### config.mk
export PLATFORM = sky130hd
export DESIGN_NAME = timer_irq
export DESIGN_NICKNAME = d
export VERILOG_FILES = /design/src/rtl/cpu_pkg.sv /design/src/rtl/timer_prescaler.sv /design/src/rtl/timer_irq.sv
export SDC_FILE = /design/constraint.sdc
export NUM_CORES = 1
export LEC_CHECK = 0
export CORE_ASPECT_RATIO = 0.75
export CORE_UTILIZATION = 40
export DETAILED_ROUTE_END_ITERATION = 12
export PLACE_DENSITY = 0.69
export SETUP_SLACK_MARGIN = 0.15
export SYNTH_ARGS = -nofsm -noshare
export SYNTH_HDL_FRONTEND = slang
export SYNTH_SLANG_ARGS = --single-unit
### constraint.sdc
create_clock -name clk -period 5.05 [get_ports clk]
set_input_delay 0.505 -clock clk [delete_from_list [all_inputs] [get_ports clk]]
set_output_delay 0.505 -clock clk [all_outputs]
set_load 0.005 [all_outputs]
### src/rtl/cpu_pkg.sv
// Shared CPU constants: peripheral window base, timer register offsets and TCON bit layout.
package cpu_pkg;

    localparam int unsigned DATA_W = 32;
    localparam int unsigned TCON_W = 3;
    localparam int unsigned PRE_W  = 16;

    localparam logic [DATA_W-1:0] PERIPH_BASE = 32'h4000_0000;

    localparam logic [3:0] TIMER_TH_OFF   = 4'h0;
    localparam logic [3:0] TIMER_TL_OFF   = 4'h4;
    localparam logic [3:0] TIMER_TCON_OFF = 4'h8;
    localparam logic [3:0] TIMER_PRE_OFF  = 4'hC;

    localparam int unsigned TCON_EN    = 0;
    localparam int unsigned TCON_IRQEN = 1;
    localparam int unsigned TCON_STAT  = 2;

endpackage

### src/rtl/timer_prescaler.sv
// Prescaler for the reload timer: emits one tick every (PRE+1) enabled cycles.
// Only compiled when TIMER_PRESCALE_EN is defined.
`ifdef TIMER_PRESCALE_EN
module timer_prescaler
    import cpu_pkg::*;
(
    input  logic             clk,
    input  logic             reset,
    input  logic             en_i,
    input  logic             clr_i,
    input  logic [PRE_W-1:0] pre_i,
    output logic             tick_o
);

    logic [PRE_W-1:0] cnt_q, cnt_d;

    assign tick_o = en_i & (cnt_q == pre_i);

    // A PRE write restarts the divider; a disabled timer freezes it.
    always_comb begin
        cnt_d = cnt_q;
        if (clr_i) begin
            cnt_d = '0;
        end else if (tick_o) begin
            cnt_d = '0;
        end else if (en_i) begin
            cnt_d = cnt_q + PRE_W'(1);
        end
    end

    always_ff @(posedge clk) begin
        if (reset) begin
            cnt_q <= '0;
        end else begin
            cnt_q <= cnt_d;
        end
    end

endmodule
`endif

### src/rtl/timer_irq.sv
// Memory-mapped 32-bit reload timer with sticky level IRQ on the MEM-stage data bus.
// Optional prescaler (PRE register at 0xC) is enabled by defining TIMER_PRESCALE_EN.
module timer_irq
    import cpu_pkg::*;
#(
    parameter logic [DATA_W-1:0] BASE_ADDR = PERIPH_BASE,
    parameter logic [DATA_W-1:0] TH_RESET  = 32'h0000_0000
) (
    input  logic              clk,
    input  logic              reset,
    input  logic              MemRead,
    input  logic              MemWrite,
    input  logic [DATA_W-1:0] Addr,
    input  logic [DATA_W-1:0] WriteData,
    output logic [DATA_W-1:0] ReadData,
    output logic              Hit,
    output logic              IRQ
);

    logic [DATA_W-1:0] th_q, th_d;
    logic [DATA_W-1:0] tl_q, tl_d;
    logic [TCON_W-1:0] tcon_q, tcon_d;
    logic [DATA_W-1:0] pre_rd;
    logic [3:0]        off;
    logic              wr_th, wr_tl, wr_tcon;
    logic              tick_c, count_c, ovf_c;
    logic              unused_addr_bits;

    assign Hit              = (Addr[31:4] == BASE_ADDR[31:4]);
    assign off              = {Addr[3:2], 2'b00};
    assign unused_addr_bits = ^Addr[1:0];

    assign wr_th   = MemWrite & Hit & (off == TIMER_TH_OFF);
    assign wr_tl   = MemWrite & Hit & (off == TIMER_TL_OFF);
    assign wr_tcon = MemWrite & Hit & (off == TIMER_TCON_OFF);

`ifdef TIMER_PRESCALE_EN
    logic [PRE_W-1:0] pre_q, pre_d;
    logic             wr_pre;

    assign wr_pre = MemWrite & Hit & (off == TIMER_PRE_OFF);
    assign pre_rd = {(DATA_W-PRE_W)'(0), pre_q};

    always_comb begin
        pre_d = pre_q;
        if (wr_pre) begin
            pre_d = WriteData[PRE_W-1:0];
        end
    end

    always_ff @(posedge clk) begin
        if (reset) begin
            pre_q <= '0;
        end else begin
            pre_q <= pre_d;
        end
    end

    timer_prescaler u_prescaler (
        .clk    (clk),
        .reset  (reset),
        .en_i   (tcon_q[TCON_EN]),
        .clr_i  (wr_pre),
        .pre_i  (pre_q),
        .tick_o (tick_c)
    );
`else
    assign tick_c = 1'b1;
    assign pre_rd = '0;
`endif

    assign count_c = tcon_q[TCON_EN] & tick_c;
    assign ovf_c   = count_c & (tl_q == '1);

    // Hardware count/reload first, then bus writes override it.
    always_comb begin
        th_d   = th_q;
        tl_d   = tl_q;
        tcon_d = tcon_q;
        if (ovf_c) begin
            tl_d = th_q;
            if (tcon_q[TCON_IRQEN]) begin
                tcon_d[TCON_STAT] = 1'b1;
            end
        end else if (count_c) begin
            tl_d = tl_q + DATA_W'(1);
        end
        if (wr_th) begin
            th_d = WriteData;
        end
        if (wr_tl) begin
            tl_d              = WriteData;
            tcon_d[TCON_STAT] = tcon_q[TCON_STAT];
        end
        if (wr_tcon) begin
            tcon_d = WriteData[TCON_W-1:0];
        end
    end

    always_ff @(posedge clk) begin
        if (reset) begin
            th_q   <= TH_RESET;
            tl_q   <= '0;
            tcon_q <= '0;
        end else begin
            th_q   <= th_d;
            tl_q   <= tl_d;
            tcon_q <= tcon_d;
        end
    end

    // Read path is combinational so a load in MEM sees the pre-edge value.
    always_comb begin
        ReadData = '0;
        if (MemRead && Hit) begin
            case (off)
                TIMER_TH_OFF:   ReadData = th_q;
                TIMER_TL_OFF:   ReadData = tl_q;
                TIMER_TCON_OFF: ReadData = {(DATA_W-TCON_W)'(0), tcon_q};
                TIMER_PRE_OFF:  ReadData = pre_rd;
                default:        ReadData = '0;
            endcase
        end
    end

    assign IRQ = tcon_q[TCON_STAT] & tcon_q[TCON_IRQEN];

endmodule
==> results.txt, run 1 <==
----------------------------------------------------
[Outcome]
  Status ... finished, final reports clean

[Logic synthesis]
  Synthesized flop and latch total ... 67
  Net count of the mapped netlist ... 645
  Primary flip-flop cell chosen by synthesis mapping ... sky130_fd_sc_hd__dfxtp_1
  Number of enable flip-flop cells after synthesis ... 0
  Synth Area per Inst ... 7.35 sq um
  Most frequent cell after synthesis ... sky130_fd_sc_hd__nand2_1
  Yosys synthesis warning count ... 0
  Cell types with the largest area share after synthesis ... sky130_fd_sc_hd__dfxtp_1, sky130_fd_sc_hd__mux2i_1, sky130_fd_sc_hd__nand2_1
  Synth Instances ... 576
  Cell area after technology mapping ... 4230 sq um
  Proportion of synthesized chip area in sequential cells ... 31.7%
  Cell type with the largest total area after synthesis ... sky130_fd_sc_hd__dfxtp_1
  Post-synth top cells ... sky130_fd_sc_hd__nand2_1, sky130_fd_sc_hd__a21oi_1, sky130_fd_sc_hd__dfxtp_1
  Synth cell types ... 53
  Area share of the leading cell type in the synthesized netlist ... 31.7%
  Fraction of synthesis flops using an asynchronous set or reset pin ... 0%

[STA]
  Actual slew at the worst max-slew pin ... 1200 ps
  Unrepaired setup endpoints after global routing ... false
  Final Slew Violations ... 0
  Sum Neg Setup Slack ... 0 ps
  Time the final worst path needs with I/O delays and setup ... 3520 ps
  Final Cycle Share ... 69.6%
  Worst slew margin relative to its limit ... 19.8%
  Final setup violation count ... 0
  Number of hold violations in the final report ... 0
  Worst Clk Skew ... 7.66 ps
  Maximum operating frequency ... 284 MHz
  Final Hold Slack ... 464 ps

[Die]
  Initial standard-cell utilization of the core ... 41.1%
  Area inside the core boundary ... 10,300 sq um
  Number of placement rows ... 32
  Overall die height ... 91.1 um
  Die width ... 121 um
  Number of top-level pins ... 102
  Die Outline Area ... 11,000 sq um

[Detailed routing]
  Vias per inst ... 5.76
  Remaining number of nets flagged by the antenna check after routing ... 0
  Drt pass-1 iters ... 5
  Vias ... 4,526
  Number of DRC markers in iteration 0 ... 324
  Drc violations ... 0
  Wire length reported by the detailed router ... 13,300 um
  Routed length per instance ... 16.9 um

[Setup path]
  Element type at the critical path start ... input port
  Critical path capture point type ... primary output
  Kind of cell adding the most delay to the critical path ... simple AND/OR/NAND/NOR gates
  Largest fanout on the critical path ... 29
  Required time of the worst setup path ... 4550 ps
  Cell type with the highest occurrence count on the critical path ... sky130_fd_sc_hd__clkdlybuf4s50_1
  Class of the most critical setup path ... input port to primary output
  Slowest cell on the critical path ... sky130_fd_sc_hd__or4_1
  Cell breakdown of the critical path ... clkdlybuf4s50_1 > or4_1 > nor3_2 > nand3b_1 > buf_4 > nor2_1 > clkdlybuf4s50_1
  Worst Reg2Reg Path Length in Cells ... 8
  Worst Path Buf+Inv ... 3
  Arrival time at the worst endpoint ... 3010 ps
  Biggest cell delay along the critical path ... 570 ps
  Critical path depth in cells ... 7

[Hold path]
  Number of cells on the worst hold path ... 2
  Class of the tightest hold or removal check ... register to register

[Power and ir drop]
  Static leakage ... 1.88 nW
  VDD IR max ... 0.140 mV
  Areal power density over the cells ... 225 nW/um^2
  Total design power ... 1.25 mW

[Global routing]
  Leftover overflow at the end of global routing ... 0
  Global-route wire length before repair ... 21,500 um
  Antenna violations before repair ... 0
  Maximum number of pins on one net before global-route repair ... 69
  Number of global-route vias before repair ... 4,316
  Overall routing resource usage ... 24.7%

[Placement]
  Placed wire-length estimate after detailed placement ... 8500 um
  Number of placed cells counting well taps ... 771
  Final estimated routing congestion in global placement ... 0.886
  Buffers added on ports ... 99

[CTS]
  Cell at the root of the clock tree ... sky130_fd_sc_hd__clkbuf_16
  Insertion delay of the later-clocked pin in the worst-skew pair ... 330 ps
  Number of clock sinks ... 67
  Number of buffers created by CTS ... 9
  Number of hold-repair buffers added at the cts stage ... 0
  CTS Buffer Depth ... 2
  Resized Gates After CTS ... 0
  Setup repair bufs after CTS ... 0
  H-tree depth reported by CTS ... 3
  Register clock-pin slew on the reported worst setup and hold paths ... 50 ps
  Clock tree from TritonCTS ... done

[Cells and area]
  Cell Count, Final, Fillers Out ... 786
  Fraction of layout instances using a drive strength above 1 ... 5.08%
  Final Net Count ... 715
  Layout area overhead ... 31.2%
  Number of antenna repair diodes ... 0

[Flow run]
  Max capacitance violation total ... 0

----------------------------------------------------
==> cell usage in the layout (no fill, tap or decap), types with 9 or more instances in the layout <==
cell type                         count
sky130_fd_sc_hd__inv_1                9
sky130_fd_sc_hd__nor3b_1             10
sky130_fd_sc_hd__clkbuf_16            9
sky130_fd_sc_hd__nand2_1             96
sky130_fd_sc_hd__dfxtp_1             67
sky130_fd_sc_hd__nand4_1             12
sky130_fd_sc_hd__a21oi_1             68
sky130_fd_sc_hd__clkdlybuf4s50_1     97
sky130_fd_sc_hd__nor4_1              15
sky130_fd_sc_hd__o22ai_1             10
sky130_fd_sc_hd__nor3_1              11
sky130_fd_sc_hd__o21ai_0             12
sky130_fd_sc_hd__xnor2_1             14
sky130_fd_sc_hd__nand3_1             20
sky130_fd_sc_hd__mux2i_1             38
sky130_fd_sc_hd__nor2_1              62
==> power breakdown <==
part | internal [mW] | total, mW | switching, mW
sequential | 0.529 | 0.529 | 0.000000000630
clock | 0.405 | 0.637 | 0.232
combinational | 0.0531 | 0.0860 | 0.0329
total | 0.987 | 1.25 | 0.264
==> logic make-up (layout without fill, tap and decap cells) <==
family,count (synthesis),count (layout),synth area share (%)
AOI/OAI and AO/OA,128,128,18.0
xor gates and xnor gates,19,19,3.93
adders and majority gates,1,1,0.296
buffers and inverters,56,130,5.35
DFF,67,67,31.7
muxes,40,40,9.52
and+or+nand+nor,265,265,31.2
==> worst paths after layout <==
kind                                from      endpoint  slack, ps
worst max-delay path            Addr[26]  ReadData[23]       1530
worst min-delay path            th_q[23]      th_q[23]        460
worst max register to register   tl_q[0]       tl_q[5]       2000
worst min register to register  th_q[23]      th_q[23]        460
==> sequential cells by signal, indices dropped and copies added (netlist names) <==
| register | count |
|---|---|
| tl_q | 32 |
| tcon_q | 3 |
| th_q | 32 |
==> worst register-to-register path, stage by stage (launching register included) <==
cell                      delay, ps
sky130_fd_sc_hd__dfxtp_1        430
sky130_fd_sc_hd__ha_1           240
sky130_fd_sc_hd__nand3_2        240
sky130_fd_sc_hd__nor3_2         410
sky130_fd_sc_hd__nand4_1        640
sky130_fd_sc_hd__buf_4          430
sky130_fd_sc_hd__and3_1         180
sky130_fd_sc_hd__o32ai_1        280
sky130_fd_sc_hd__nor2_1          60
==> layout make-up <==
class / count / area [sq um]
clock buffer: 11 / 253
timing repair buffer: 106 / 1030
clock inverter: 4 / 50.0
inverter: 9 / 33.8
tap: 136 / 170
sequential: 67 / 1340
multi-input combinational: 453 / 2670
fill: 954 / 4740
==> routing by layer <==
metal	up-vias	part of all wire [%]	track usage, %
met5	-	0	0
met4	0	0.95	5.97
met3	14	7.8	5.15
met2	198	44	37.7
met1	2123	48	35.3
li1	2191	-	-
==> stage by stage <==
| step | worst slack (ps) | utilization, % | area (sq um) |
|---|---|---|---|
| after global placement | 1580 | 51.0 | 5250 |
| after CTS | 1480 | 54.0 | 5550 |
| after detailed placement | 1490 | 51.0 | 5250 |
| final | 1530 | 54.0 | 5550 |
| after floorplan | 2450 | - | 4230 |
| after global routing | 1220 | 54.0 | 5550 |
(Power assumes the default switching activity.)
==> inputs of run 2 (changes only) <==
PLACE_DENSITY = 0.71   (was 0.69)
clock period = 3 ns   (was 5.05 ns; I/O delays follow)
==> results.txt, run 2 (synthesis results as in run 1) <==
----------------------------------------------------
[Outcome]
  Status ... finished, final reports clean

[CTS]
  CTS Buffer Depth ... 2
  Clock tree from TritonCTS ... done
  Number of clock sinks ... 67
  Number of hold-repair buffers added at the cts stage ... 0
  Insertion delay of the later-clocked pin in the worst-skew pair ... 340 ps
  Register clock-pin slew on the reported worst setup and hold paths ... 50 ps
  Cell at the root of the clock tree ... sky130_fd_sc_hd__clkbuf_16
  Number of buffers created by CTS ... 9
  H-tree depth reported by CTS ... 3

[Placement]
  Buffers added on ports ... 99
  Final estimated routing congestion in global placement ... 0.885
  Pre-CTS setup slack ... 192 ps
  Cell area reported after detailed placement ... 5380 sq um
  Placed wire-length estimate after detailed placement ... 9040 um

[Cells and area]
  Sequential standard cell area ... 1340 sq um
  Number of antenna repair diodes ... 0
  Most frequent standard cell in the layout excluding fill and tap cells ... sky130_fd_sc_hd__clkdlybuf4s50_1
  Total area of multi-input combinational cells ... 2710 sq um
  Final standard cell area without fillers ... 5750 sq um
  Final Net Count ... 730
  Regs by FF count ... th_q (32), tl_q (32), tcon_q (3)
  Fillcell total ... 929
  Fraction of layout instances using a drive strength above 1 ... 8.11%
  Layout area overhead ... 35.9%
  Highest-count cells in the layout ignoring fill and taps ... sky130_fd_sc_hd__clkdlybuf4s50_1, sky130_fd_sc_hd__nand2_1, sky130_fd_sc_hd__a21oi_1

[Detailed routing]
  Wire length reported by the detailed router ... 13,900 um
  Vias ... 4,606
  Routed length per instance ... 17.3 um
  Number of DRC markers in iteration 0 ... 393
  Drc violations ... 0
  Vias per inst ... 5.74
  Remaining number of nets flagged by the antenna check after routing ... 0
  Drt pass-1 iters ... 5

[STA]
  Number of hold violations in the final report ... 0
  Final setup violation count ... 0
  Worst Setup Slack, final ... 238 ps
  Maximum operating frequency ... 362 MHz
  Actual slew at the worst max-slew pin ... 742 ps
  Worst slew margin relative to its limit ... 50.2%
  Time the final worst path needs with I/O delays and setup ... 2760 ps
  Unrepaired setup endpoints after global routing ... true
  Worst Clk Skew ... 6.80 ps
  Final Slew Violations ... 0
  Final Cycle Share ... 92.1%
  Sum Neg Setup Slack ... 0 ps

[Setup path]
  Critical path capture point type ... primary output
  Required time of the worst setup path ... 2700 ps
  Arrival time at the worst endpoint ... 2460 ps
  Largest fanout on the critical path ... 29
  Biggest cell delay along the critical path ... 560 ps
  Cell type with the highest occurrence count on the critical path ... sky130_fd_sc_hd__clkdlybuf4s50_1
  Class of the most critical setup path ... input port to primary output
  Slowest cell on the critical path ... sky130_fd_sc_hd__or4_4
  Cell breakdown of the critical path ... clkdlybuf4s50_1 > or4_4 > nor3_4 > nand3b_1 > buf_12 > nor2_1 > clkdlybuf4s50_1
  Worst Path Buf+Inv ... 3
  Element type at the critical path start ... input port
  Kind of cell adding the most delay to the critical path ... buffers and inverters

[Die]
  Overall die height ... 91.1 um
  Die width ... 121 um
  Area inside the core boundary ... 10,300 sq um
  Number of top-level pins ... 102
  Initial standard-cell utilization of the core ... 41.1%
  Number of placement rows ... 32
  Die Outline Area ... 11,000 sq um

[Global routing]
  Number of global-route vias before repair ... 4,270
  Overall routing resource usage ... 25.4%
  Global-route wire length before repair ... 22,000 um
  Leftover overflow at the end of global routing ... 0
  Maximum number of pins on one net before global-route repair ... 68
  Antenna violations before repair ... 0

[Hold path]
  Class of the tightest hold or removal check ... input port to register

[Power and ir drop]
  Areal power density over the cells ... 382 nW/um^2
  Net load switching power ... 0.464 mW
  VDD IR max ... 0.286 mV
  Seq pwr share ... 40.5%
  Combinational cell fraction of total power ... 6.8%
  Switching share of power ... 21.1%
  Static leakage ... 1.99 nW
  Int Pwr ... 1.73 mW
  Clock network power share ... 52.7%

[Flow run]
  Max capacitance violation total ... 0

----------------------------------------------------
[run 2: what timing repair did]
action,4_1_cts,5_1_grt
setup buffers,0,1
gates resized for setup,0,7
endpoints found under the setup margin,0,32
[run 2: per-layer routing]
metal	vias up	global-route usage (%)	share of wire (%)	wire length (um)
li1	2220	-	-	-
met1	2147	35.5	47	6540
met2	216	39.7	44	6170
met3	23	4.96	7.1	990
met4	0	6.79	1.5	205
met5	-	0	0	0
[run 2: per-stage QoR]
| stage | hold WS (ps) | instances | utilization (%) | power, mW |
|---|---|---|---|---|
| final | 420 | 802 | 55.9 | 2.20 |
| after global routing | 446 | 802 | 55.9 | 2.25 |
| after CTS | 467 | 801 | 55.4 | 2.20 |
| after detailed placement | 460 | 785 | 52.3 | 1.05 |
| after global placement | 449 | 785 | 52.3 | 1.05 |
| after floorplan | 436 | 576 | - | 0.949 |
[run 2: worst reg2reg max path, cell delays in order (launching register included)]
cell and delay [ps]:
sky130_fd_sc_hd__dfxtp_1 460, sky130_fd_sc_hd__ha_1 270, sky130_fd_sc_hd__nand3_2 150, sky130_fd_sc_hd__nor3_2 350, sky130_fd_sc_hd__and4_1 570, sky130_fd_sc_hd__a211oi_1 140
sky130_fd_sc_hd__or3_1 370, sky130_fd_sc_hd__a21oi_1 140
[run 2: area by class of cell]
cell class	count	area share (%)
Timing Repair Buffer	121	20.4
Clock inverter	4	1.28
Sequential cell	67	23.3
Tap cell	136	2.96
Clock buffer	12	4.29
Multi-Input combinational cell	453	47.2
Inverter	9	0.588
[run 2: power by group through the flow]
stage	clock, mW	combinational (mW)	sequential, mW
floorplan	0	0.0401	0.909
global placement	0	0.143	0.909
detailed placement	0	0.144	0.909
CTS	1.16	0.145	0.890
global route	1.21	0.157	0.889
finish	1.16	0.149	0.890
[run 2: final timing paths]
path | start | to | slack [ps] | cells after the start
worst max-delay path | Addr[27] | ReadData[19] | 240 | 7
worst min register to register | th_q[23] | th_q[23] | 460 | 2
worst min-delay path | reset | tl_q[30] | 420 | 4
worst max register to register | tl_q[0] | tl_q[10] | 480 | 7
==> inputs of run 3 (changes only) <==
PLACE_DENSITY = 0.69   (was 0.71)
==> results.txt, run 3 (synthesis results as in run 1) <==
----------------------------------------------------
[Outcome]
  Status ... finished, final reports clean

[Placement]
  Placed wire-length estimate after detailed placement ... 9000 um
  Buffers added on ports ... 99
  Pre-CTS setup slack ... 149 ps
  Final estimated routing congestion in global placement ... 0.857
  Cell area reported after detailed placement ... 5410 sq um

[Cells and area]
  Most frequent standard cell in the layout excluding fill and tap cells ... sky130_fd_sc_hd__clkdlybuf4s50_1
  Highest-count cells in the layout ignoring fill and taps ... sky130_fd_sc_hd__clkdlybuf4s50_1, sky130_fd_sc_hd__nand2_1, sky130_fd_sc_hd__a21oi_1
  Fraction of layout instances using a drive strength above 1 ... 7.66%
  Final Net Count ... 732
  Number of antenna repair diodes ... 0
  Regs by FF count ... th_q (32), tl_q (32), tcon_q (3)
  Layout area overhead ... 34.6%
  Fin util ... 55.4%
  Final standard cell area without fillers ... 5700 sq um

[STA]
  Time the final worst path needs with I/O delays and setup ... 2770 ps
  Final setup violation count ... 0
  Final Cycle Share ... 92.3%
  Worst Clk Skew ... 9.72 ps
  Sum Neg Setup Slack ... 0 ps
  Number of hold violations in the final report ... 0
  Maximum operating frequency ... 361 MHz
  Actual slew at the worst max-slew pin ... 1270 ps
  Final Slew Violations ... 0
  Unrepaired setup endpoints after global routing ... true
  Worst Setup Slack, final ... 231 ps
  Worst slew margin relative to its limit ... 14.6%

[Setup path]
  Slack of the worst reg-to-reg path ... 600 ps
  Arrival time at the worst endpoint ... 2470 ps
  Class of the most critical setup path ... input port to primary output
  Critical path capture point ... ReadData[18]
  Reg2reg end ... tl_q[5]
  Largest fanout on the critical path ... 29
  Slowest cell on the critical path ... sky130_fd_sc_hd__or4_4
  Cell type with the highest occurrence count on the critical path ... sky130_fd_sc_hd__clkdlybuf4s50_1
  Element type at the critical path start ... input port
  Critical path capture point type ... primary output
  Required time of the worst setup path ... 2700 ps
  Start of the worst register-to-register path ... tl_q[4]
  Worst Reg2Reg Path Length in Cells ... 6
  Biggest cell delay along the critical path ... 540 ps
  Cell breakdown of the critical path ... clkdlybuf4s50_1 > or4_4 > nor3_2 > nand3b_1 > buf_12 > nor2_1 > clkdlybuf4s50_1
  Worst setup path startpoint ... Addr[26]

[CTS]
  Number of hold-repair buffers added at the cts stage ... 0
  Register clock-pin slew on the reported worst setup and hold paths ... 50 ps
  CTS Buffer Depth ... 2
  Clock tree from TritonCTS ... done
  H-tree depth reported by CTS ... 3
  Insertion delay of the later-clocked pin in the worst-skew pair ... 340 ps
  Cell at the root of the clock tree ... sky130_fd_sc_hd__clkbuf_16
  Number of clock sinks ... 67
  Number of buffers created by CTS ... 9

[Detailed routing]
  Vias ... 4,627
  Wire length reported by the detailed router ... 13,500 um
  Drc violations ... 0
  Number of DRC markers in iteration 0 ... 373
  Drt pass-1 iters ... 5
  Routed length per instance ... 16.9 um
  Vias per inst ... 5.77
  Remaining number of nets flagged by the antenna check after routing ... 0

[Hold path]
  Class of the tightest hold or removal check ... register to register

[Power and ir drop]
  Total design power ... 2.02 mW
  Clock network power share ... 48.7%
  Switching share of power ... 21.9%
  Areal power density over the cells ... 354 nW/um^2
  Static leakage ... 1.96 nW
  Seq pwr share ... 44.2%
  VDD IR max ... 0.205 mV
  Combinational cell fraction of total power ... 7.2%
  Int Pwr ... 1.57 mW
  Net load switching power ... 0.442 mW

[Global routing]
  Antenna violations before repair ... 0
  Maximum number of pins on one net before global-route repair ... 68
  Overall routing resource usage ... 25.9%
  Number of global-route vias before repair ... 4,538
  Global-route wire length before repair ... 22,600 um
  Leftover overflow at the end of global routing ... 0

[Die]
  Area inside the core boundary ... 10,300 sq um
  Number of placement rows ... 32
  Die Outline Area ... 11,000 sq um
  Initial standard-cell utilization of the core ... 41.1%
  Die width ... 121 um
  Overall die height ... 91.1 um
  Number of top-level pins ... 102

[Flow run]
  Max capacitance violation total ... 0

----------------------------------------------------
run 3: power groups by stage:
stage	logic (mW)	clock network (mW)	registers, mW
after floorplan	0.0401	0	0.909
after global placement	0.141	0	0.909
after detailed placement	0.143	0	0.909
after CTS	0.144	0.995	0.890
after global routing	0.153	1.03	0.889
final	0.144	0.981	0.890
run 3: worst min-delay path by stage:
stage / from / end / slack (ps) / depth (start not counted)
2_1_floorplan: WriteData[1] / tl_q[1] / 440 / 2
3_3_place_gp: th_q[0] / th_q[0] / 450 / 2
3_5_place_dp: th_q[23] / th_q[23] / 460 / 2
4_1_cts: th_q[25] / th_q[25] / 470 / 2
5_1_grt: th_q[23] / th_q[23] / 470 / 2
6_report: th_q[25] / th_q[25] / 460 / 2
run 3: cell type report:
class | count | area (sq um)
timing repair buffer | 123 | 1200
inverter | 9 | 33.8
fill | 976 | 4590
tap | 136 | 170
sequential | 67 | 1340
multi-input combinational | 453 | 2680
clock buffer | 12 | 256
clock inverter | 2 | 12.5
run 3: per-layer routing:
metal	wire [um]	GRT usage (%)
met1	6200	35.2
met2	6080	41.8
met3	1130	6.03
met4	140	5.14
met5	0	0
run 3: per-stage QoR:
| stage | cells | hold slack [ps] |
|---|---|---|
| 2_1_floorplan | 576 | 436 |
| 3_3_place_gp | 787 | 451 |
| 3_5_place_dp | 787 | 458 |
| 4_1_cts | 801 | 466 |
| 5_1_grt | 802 | 474 |
| 6_report | 802 | 462 |
run 3: worst max-delay path, delay by kind of cell:
| kind | cells | cell delay [ps] |
|---|---|---|
| simple gates | 4 | 1020 |
| buf+inv | 3 | 1140 |
run 3: timing repair:
item / 4_1_cts / 5_1_grt
pin swaps: 1 / 3
setup endpoints to repair: 2 / 30
buffers inserted: 0 / 1
gates resized for setup: 1 / 2
